[src/rtl/pipe_hazard_ctrl.sv]
// Pipeline sequencing controller for the 4-stage IF/DOF/EX/WB core.
// It keeps a small destination scoreboard for the EX and WB stages and checks
// it against the DOF operand addresses. From the result it picks one action
// per cycle: RUN, STALL, FLUSH or FREEZE. That action drives the PC/IR
// enables, bubble insertion, the stall/flush counters and a stall watchdog.
module pipe_hazard_ctrl #(
  parameter int WB_BYPASS = 1,
  parameter int CNT_W     = 16,
  parameter int MAX_STALL = 4
) (
  input  logic             clk,
  input  logic             rst,
  input  logic             dof_valid,
  input  logic [2:0]       dof_aa,
  input  logic [2:0]       dof_ba,
  input  logic             dof_ma,
  input  logic             dof_mb,
  input  logic             dof_rw,
  input  logic [2:0]       dof_da,
  input  logic             br_taken,
  input  logic             mem_wait,
  output logic             pc_en,
  output logic             ir_en,
  output logic             ir_clr,
  output logic             bubble,
  output logic [1:0]       state,
  output logic [CNT_W-1:0] stall_cnt,
  output logic [CNT_W-1:0] flush_cnt,
  output logic             err_stall
);

  typedef enum logic [1:0] {
    ACT_RUN    = 2'd0,
    ACT_STALL  = 2'd1,
    ACT_FLUSH  = 2'd2,
    ACT_FREEZE = 2'd3
  } act_e;

  // One pending register-file write: write flag plus destination address.
  typedef struct packed {
    logic       rw;
    logic [2:0] da;
  } sb_entry_t;

  localparam logic [CNT_W-1:0] CNT_ONE     = {{(CNT_W-1){1'b0}}, 1'b1};
  localparam logic [3:0]       RUN_ONE     = 4'd1;
  localparam logic [3:0]       MAX_STALL_W = 4'(MAX_STALL);

  sb_entry_t        r_ex_e;
  sb_entry_t        r_wb_e;
  act_e             r_state;
  logic [3:0]       r_run_len;
  logic [CNT_W-1:0] r_stall_cnt;
  logic [CNT_W-1:0] r_flush_cnt;
  logic             r_err_stall;

  act_e             w_act;
  sb_entry_t        w_dof_e;
  logic             w_ex_live;
  logic             w_wb_live;
  logic             w_hz_a;
  logic             w_hz_b;
  logic             w_hazard;
  logic [3:0]       w_run_nxt;

  // R0 is hard-wired, so a write to it never creates a dependency.
  function automatic logic live(input sb_entry_t e);
    return e.rw && (e.da != 3'd0);
  endfunction

  // With a write-before-read register file the WB result is already visible
  // to DOF, so the WB entry only takes part in the compare when that bypass is absent.
  assign w_ex_live = live(r_ex_e);
  assign w_wb_live = (WB_BYPASS == 0) && live(r_wb_e);

  assign w_hz_a = dof_valid && !dof_ma &&
                  ((w_ex_live && (r_ex_e.da == dof_aa)) ||
                   (w_wb_live && (r_wb_e.da == dof_aa)));
  assign w_hz_b = dof_valid && !dof_mb &&
                  ((w_ex_live && (r_ex_e.da == dof_ba)) ||
                   (w_wb_live && (r_wb_e.da == dof_ba)));
  assign w_hazard = w_hz_a || w_hz_b;

  // An invalid DOF slot enters EX as a non-writing entry.
  assign w_dof_e.rw = dof_valid && dof_rw;
  assign w_dof_e.da = dof_da;

  // The stall run length saturates at 15, which is the top of the MAX_STALL range.
  assign w_run_nxt = (r_run_len == 4'hF) ? r_run_len : (r_run_len + RUN_ONE);

  // Choose this cycle's action. Memory wait wins, then branch, then hazard.
  always_comb begin
    // NOTE: assigning a default first means every path drives w_act,
    // so synthesis infers no latch.
    w_act = ACT_RUN;
    if (mem_wait) begin
      w_act = ACT_FREEZE;
    end else if (br_taken) begin
      w_act = ACT_FLUSH;
    end else if (w_hazard) begin
      w_act = ACT_STALL;
    end
  end

  // Decode the action into pipeline enables. Reset pushes NOPs into both latches.
  always_comb begin
    pc_en  = 1'b0;
    ir_en  = 1'b0;
    ir_clr = 1'b0;
    bubble = 1'b0;
    if (rst) begin
      ir_clr = 1'b1;
      bubble = 1'b1;
    end else begin
      case (w_act)
        ACT_RUN: begin
          pc_en = 1'b1;
          ir_en = 1'b1;
        end
        ACT_STALL: begin
          bubble = 1'b1;
        end
        ACT_FLUSH: begin
          pc_en  = 1'b1;
          ir_en  = 1'b1;
          ir_clr = 1'b1;
          bubble = 1'b1;
        end
        ACT_FREEZE: begin
          pc_en = 1'b0;
        end
      endcase
    end
  end

  // Advance the scoreboard, state, counters and watchdog on each edge.
  always_ff @(posedge clk) begin
    // NOTE: all state updates are non-blocking. Every register then samples
    // the pre-edge values, whatever order the statements appear in.
    if (rst) begin
      r_ex_e      <= '0;
      r_wb_e      <= '0;
      r_state     <= ACT_RUN;
      r_run_len   <= '0;
      r_stall_cnt <= '0;
      r_flush_cnt <= '0;
      r_err_stall <= 1'b0;
    end else begin
      r_state <= w_act;
      case (w_act)
        ACT_RUN: begin
          r_ex_e    <= w_dof_e;
          r_wb_e    <= r_ex_e;
          r_run_len <= '0;
        end
        ACT_STALL: begin
          r_ex_e    <= '0;
          r_wb_e    <= r_ex_e;
          r_run_len <= w_run_nxt;
          if (r_stall_cnt != '1) begin
            r_stall_cnt <= r_stall_cnt + CNT_ONE;
          end
          if (w_run_nxt >= MAX_STALL_W) begin
            r_err_stall <= 1'b1;
          end
        end
        ACT_FLUSH: begin
          r_ex_e    <= '0;
          r_wb_e    <= r_ex_e;
          r_run_len <= '0;
          if (r_flush_cnt != '1) begin
            r_flush_cnt <= r_flush_cnt + CNT_ONE;
          end
        end
        ACT_FREEZE: begin
          r_ex_e <= r_ex_e;
        end
      endcase
    end
  end

  assign state     = r_state;
  assign stall_cnt = r_stall_cnt;
  assign flush_cnt = r_flush_cnt;
  assign err_stall = r_err_stall;

endmodule

[config.mk]
export PLATFORM = sky130hd
export DESIGN_NAME = pipe_hazard_ctrl
export DESIGN_NICKNAME = d
export VERILOG_FILES = /design/src/rtl/pipe_hazard_ctrl.sv
export SDC_FILE = /design/constraint.sdc
export NUM_CORES = 1
export LEC_CHECK = 0
export CAP_MARGIN = 20
export CORE_UTILIZATION = 44
export DETAILED_ROUTE_END_ITERATION = 16
export GPL_TIMING_DRIVEN = 0
export PLACE_DENSITY = 0.74
export SLEW_MARGIN = 20
export SYNTH_ARGS = -nofsm -noshare
export SYNTH_HDL_FRONTEND = slang
export SYNTH_SLANG_ARGS = --single-unit
[constraint.sdc]
create_clock -name clk -period 2.1 [get_ports clk]
set_clock_uncertainty 0.15 [all_clocks]
set_input_delay 0.525 -clock clk [delete_from_list [all_inputs] [get_ports clk]]
set_output_delay 0.525 -clock clk [all_outputs]
set_load 0.05 [all_outputs]
### After elaboration in Yosys (flattened, before gate mapping)

Cells that the tools add are included.

| operators by class | value |
|---|---|
| add/sub/neg operators | 3 |
| mux-type cells | 12 |
| equal/unequal tests | 8 |
| magnitude comparators | 1 |
| reduce and logical (&&, ||, !) cells | 19 |

Operator list:

| operator | count |
|---|---|
| 16-bit by 1-bit adder with 16-bit output, second input constant | 2 |
| 16-bit != test, second input constant | 2 |
| 4-bit one-hot mux with 2 select lines | 2 |
| 1-bit logical AND | 8 |
| 1-bit two-way mux | 7 |
| 3-bit == test | 2 |
| 2-bit AND reduction | 3 |
| 4-bit by 1-bit adder with 4-bit output, second input constant | 1 |
| 2-bit == test, second input constant | 2 |
| 4-bit == test, second input constant | 1 |
| 4-bit by 3-bit greater-or-equal comparator with 1-bit output, second input constant | 1 |
| 2-bit two-way mux | 2 |
| 4-bit two-way mux | 1 |
| 2-bit OR reduction | 2 |
| 3-bit nonzero test | 1 |
| 2-bit by 1-bit == test with 1-bit output, second input constant | 1 |
| 1-bit logical NOT | 2 |
| 2-bit logical NOT | 1 |
| 2-bit nonzero test | 1 |
| 1-bit logical OR | 1 |

| word-level totals | value |
|---|---|
| bits in registers | 43 |
| output and inout port bits | 39 |

### Longest topological paths before layout

| logic depth | value |
|---|---|
| depth in word-level cells | 12 |
| gate-level depth with buffers | 8 |

### Least setup slack after synthesis

Ideal clock, no wire load.

| path | value |
|---|---|
| path type | input to output |
| start | input dof_valid |
| end | output pc_en |
| arrival time | 2.184 ns |
| stages | 6 |
| required time | 1.425 ns |
| path buffers | 1 |
| setup slack | -0.759 ns |
| cells stage by stage | nor2b_1 nand4_1 a21oi_1 or2_2 nor2_1 buf_4 |

| on the way | value |
|---|---|
| longest elaborated chain between the ends | 10 |
| elaborated cells between the ends (all ways) | 13 |
| classes of those cells | eq/ne: 1; mux: 5; reduce/logical: 7 |

Ends and longest elaborated chain:

| element | line | text |
|---|---|---|
| start, declared | 13 | `input logic dof_valid,` |
| 1-bit logical AND (on tied branches) (2 in a row) | 76, 79 |  |
| 1-bit logical OR * | 82 | `assign w_hazard = w_hz_a \|\| w_hz_b;` |
| 1-bit two-way mux * | 100 | `end else if (w_hazard) begin` |
| 2-bit two-way mux * | 98 | `end else if (br_taken) begin` |
| 2-bit two-way mux * | 96 | `if (mem_wait) begin` |
| 2-bit == test / 2-bit logical NOT (equally long branches) | n/a |  |
| 2-bit OR reduction (no source line) * | n/a |  |
| 1-bit two-way mux * (2 in a row) | n/a |  |
| end, declared | 22 | `output logic pc_en,` |

Every way passes the cells marked *; elsewhere a longest branch is shown, timed or not.

### Worst setup path in the final report

| path | value |
|---|---|
| start | register r_ex_e[0] (netlist name) |
| end | output bubble |

| on the way | value |
|---|---|
| longest elaborated chain between the ends | 12 |
| elaborated cells between the ends (all ways) | 17 |
| classes of those cells | eq/ne: 4; mux: 5; reduce/logical: 8 |

Ends and longest elaborated chain:

| element | line | text |
|---|---|---|
| start, declared | 49 | `sb_entry_t r_ex_e;` |
| start signal, assigned | 152 | `r_ex_e <= w_dof_e;` |
| start signal, assigned | 176 | `r_ex_e <= r_ex_e;` |
| 3-bit nonzero test | 68 | `return e.rw && (e.da != 3'd0);` |
| 1-bit logical AND | 68 |  |
| 1-bit logical AND (on tied branches) | 77, 80 |  |
| 1-bit logical AND (on tied branches) | 76, 79 |  |
| 1-bit logical OR * | 82 |  |
| 1-bit two-way mux * | 100 |  |
| 2-bit two-way mux * | 98 |  |
| 2-bit two-way mux * | 96 |  |
| 2-bit == test / 2-bit by 1-bit == test with 1-bit output (equally long branches) | n/a |  |
| 2-bit OR reduction (no source line) * | n/a |  |
| 1-bit two-way mux * | 115 | `case (w_act)` |
| 1-bit two-way mux * | 111 | `if (rst) begin` |
| end, declared | 25 | `output logic bubble,` |

Marks and branches as above.

==> impl_metrics.py <==
metrics = {
    "status": {
        "status": "complete, but fails checks",
        "failed_checks": "setup timing",
    },
    "cts": {
        "cts_made_buffers": 5,
        "clock_latency_ns": 0.30,
        "htree_levels": 2,
        "cts_tree": "built",
        "cts.sinks": 43,
        "root_buffer": "clkbuf_8",
        "cts.path.max_buffers": 2,
        "clk_pin_slew_worst_paths_ns": 0.09,
        "hold_buffers": 0,
    },
    "sta": {
        "finalCritPeriodShare_pct": 120.2,
        "min_period_ns": 2.523,
        "hold_viol_final": 0,
        "fmax_mhz": 396.3,
        "worst_pin_slew_ns": 0.7186,
        "finalWorstSetupSlack_ns": -0.4234,
        "rsz0062_at_grt": "yes",
        "tns_ns": -2.622,
        "relSlewSlack_pct": 51.77,
        "final_max_slew_viol_count": 0,
        "setup_viol": 20,
    },
    "cells_and_area": {
        "areaGrowthSynthToFinish_pct": 58.87,
        "drive_above_1_share_pct": 36.44,
        "fin_nets": 362,
        "diodes": 0,
        "instances_no_fill": 410,
        "finish.utilization_pct": 73.31,
    },
    "yosys": {
        "synth.top_cells.by_count": "43 x dfxtp_1, 28 x nor2_1, 17 x a21oi_1, 17 x nand2_1, 12 x xnor2_1",
        "synthDistinctLibCells": 49,
        "ys.flop_type": "dfxtp_1",
        "syn_inst": 260,
        "synth_top_cell_area_share_pct": 38.98,
        "async_flop_share_pct": 0,
        "ys_ff_latch": 43,
        "syn_area_sq_mm": 0.002208,
        "synth_top_area_cell": "dfxtp_1",
        "ys_seq_area_share_pct": 38.98,
        "synth_edf_count": 0,
        "yosysWarnings": 0,
        "synthesis.nets": 280,
        "synth_area_leaders": "dfxtp_1 39%, nor2_1 4.8%, xnor2_1 4.8%",
        "synth_most_common_cell": "dfxtp_1",
        "avgSynthCellArea_sq_um": 8.494,
    },
    "global_route": {
        "top_usage_layer": "met2",
        "met1_usage_pct": 33.79,
        "grt_usage_pct": 24.65,
        "grt_first_pass_wirelength_um": 10060,
        "grt.met2_usage_pct": 39.67,
        "antenna_found_initial": 0,
        "grt_pass1_vias": 2125,
        "grt_max_degree": 15,
        "use_met3_pct": 3.867,
        "grt_overflow": 0,
    },
    "critical_path": {
        "cp_slowest_stage_delay_ns": 0.40,
        "cp-endpoint": "bubble",
        "crit_chain": "xnor2_2 > nand4_1 > a211o_1 > clkbuf_8 > clkbuf_16 > nand2b_4 > buf_8",
        "critPathRequiredTime_ns": 1.42,
        "r2r_end": "stall_cnt[14]",
        "cp.arrival_ns": 1.85,
        "reg2reg_depth": 9,
        "regToRegSetupSlack_ns": -0.18,
        "critPathKind": "reg -> out",
        "crit_path_max_fanout": 4,
        "critical_path.startpoint": "r_ex_e[0]",
        "end_kind": "primary output",
        "r2r-start": "r_ex_e[0]",
        "slowest_stage": "dfxtp_4",
        "critPathLaunchType": "flop",
    },
    "routing": {
        "avgViaCountPerCell": 5.620,
        "postRouteAntennaNets": 0,
        "vias": 2304,
        "drc_errors": 0,
        "first_iter_violations": 149,
        "first_pass_iters": 4,
        "wl_per_cell_um": 16.57,
        "wirelength_um": 6795,
    },
    "pwr": {
        "vdd_ir_drop_max_v": 0.0003196,
        "power_mw": 1.646,
        "p_leak_nw": 1.398,
        "p_per_area_mw_per_mm2": 469.1,
    },
    "floorplanning": {
        "dieArea_sq_mm": 0.005306,
        "rows": 25,
        "die_h_um": 72.85,
        "initial_core_util_pct": 46.14,
        "core_region_area_sq_mm": 0.004786,
        "ios": 56,
        "die_w_um": 72.85,
    },
    "place": {
        "portBuffers": 54,
        "post-place-cells": 381,
        "preCtsSetupSlack_ns": -1.533,
        "hpwlAfterDp_um": 4021,
        "gp_congestion": 0.8263,
    },
    "flow_run": {
        "maxCapViolCount": 0,
    },
    "min_path": {
        "hold_path_class": "reg -> reg",
        "hold_depth": 2,
    },
}
==> how the worst min path moves through the flow <==
stage | startpoint | to | slack (ns)
after floorplan | r_ex_e[3] | r_ex_e[3] | 0.30
after global placement | err_stall | err_stall | 0.31
after detailed placement | err_stall | err_stall | 0.32
after CTS | err_stall | err_stall | 0.33
after global routing | err_stall | err_stall | 0.35
final | err_stall | err_stall | 0.33
==> power breakdown <==
group | internal (mW) | switching [mW]
Combinational | 0.0745 | 0.0991
Sequential | 0.807 | 0.00930
Clock | 0.354 | 0.301
Total | 1.24 | 0.410
==> through the flow <==
| stage | area, sq um | hold slack (ns) |
|---|---|---|
| 4_1_cts | 3316 | 0.3283 |
| 6_report | 3508 | 0.3252 |
| 2_1_floorplan | 2369 | 0.2966 |
| 5_1_grt | 3508 | 0.3501 |
| 3_3_place_gp | 2993 | 0.3070 |
| 3_5_place_dp | 2993 | 0.3177 |
==> layout make-up <==
class	instances	area (sq um)
Multi-Input combinational cell	196	1544
Fill cell	365	1277
Sequential cell	43	928.4
Timing Repair Buffer	76	693.2
Buffer	14	123.9
Tap cell	67	83.83
Clock buffer	5	68.82
Clock inverter	3	43.79
Inverter	6	22.52
==> cells in the final DEF (no fill, tap or decap), types with 3 or more instances in the layout <==
cell type	count
clkbuf_2	4
dfxtp_4	14
xor2_1	8
o22ai_1	4
dfxtp_1	17
and3_1	6
and4_1	3
nor2_1	27
clkbuf_8	7
nor3_1	5
xnor2_1	9
o21ai_1	3
clkbuf_1	4
or4_1	4
dlygate4sd2_1	33
a21oi_2	7
o211ai_1	3
mux2_4	3
nor4_1	5
nand4_1	6
a21oi_1	10
buf_4	19
nand3_1	8
xnor2_2	3
clkdlybuf4s50_1	4
buf_2	7
nand3b_1	3
inv_1	4
dfxtp_2	12
buf_6	5
o31ai_1	5
or4_4	7
nor4_4	3
buf_8	3
nand2_1	17
nor2b_1	7
==> worst max-delay path: cells and delay by family (launching register included) <==
kind	cells	cell delay (ns)
AOI/OAI and AO/OA	1	0.37
and+or+nand+nor	2	0.24
DFF	1	0.40
xor gates and xnor gates	1	0.11
buffers and inverters	3	0.43
==> what timing repair did <==
item | 4_1_cts | 5_1_grt
setup buffers | 18 | 3
resized for setup | 126 | 36
pin swaps | 13 | 20
endpoints found under the setup margin | 62 | 34
cloned | 0 | 1
==> kinds of logic (layout without fill, tap and decap cells) <==
logic type,count (synthesis),count (layout),share of synthesized area [%]
adders and majority gates,3,3,1.700
DFF,43,43,38.98
xor gates and xnor gates,20,20,7.932
and+or+nand+nor,116,116,29.29
AOI/OAI and AO/OA,52,52,15.64
muxes,5,5,2.436
buffers and inverters,21,104,4.022
==> layer usage <==
| layer | wire length (um) | part of all wire [%] |
|---|---|---|
| met1 | 3054 | 45 |
| met2 | 3294 | 48 |
| met3 | 386 | 5.7 |
| met4 | 59 | 0.87 |
| met5 | 0 | 0 |
==> registers in the layout, summed over array words and instances, names as in the netlist <==
| name | count |
|---|---|
| err_stall | 1 |
| flush_cnt | 16 |
| r_ex_e | 4 |
| r_run_len | 4 |
| stall_cnt | 16 |
| state | 2 |
No activity file was read; power rests on OpenSTA's default activity.
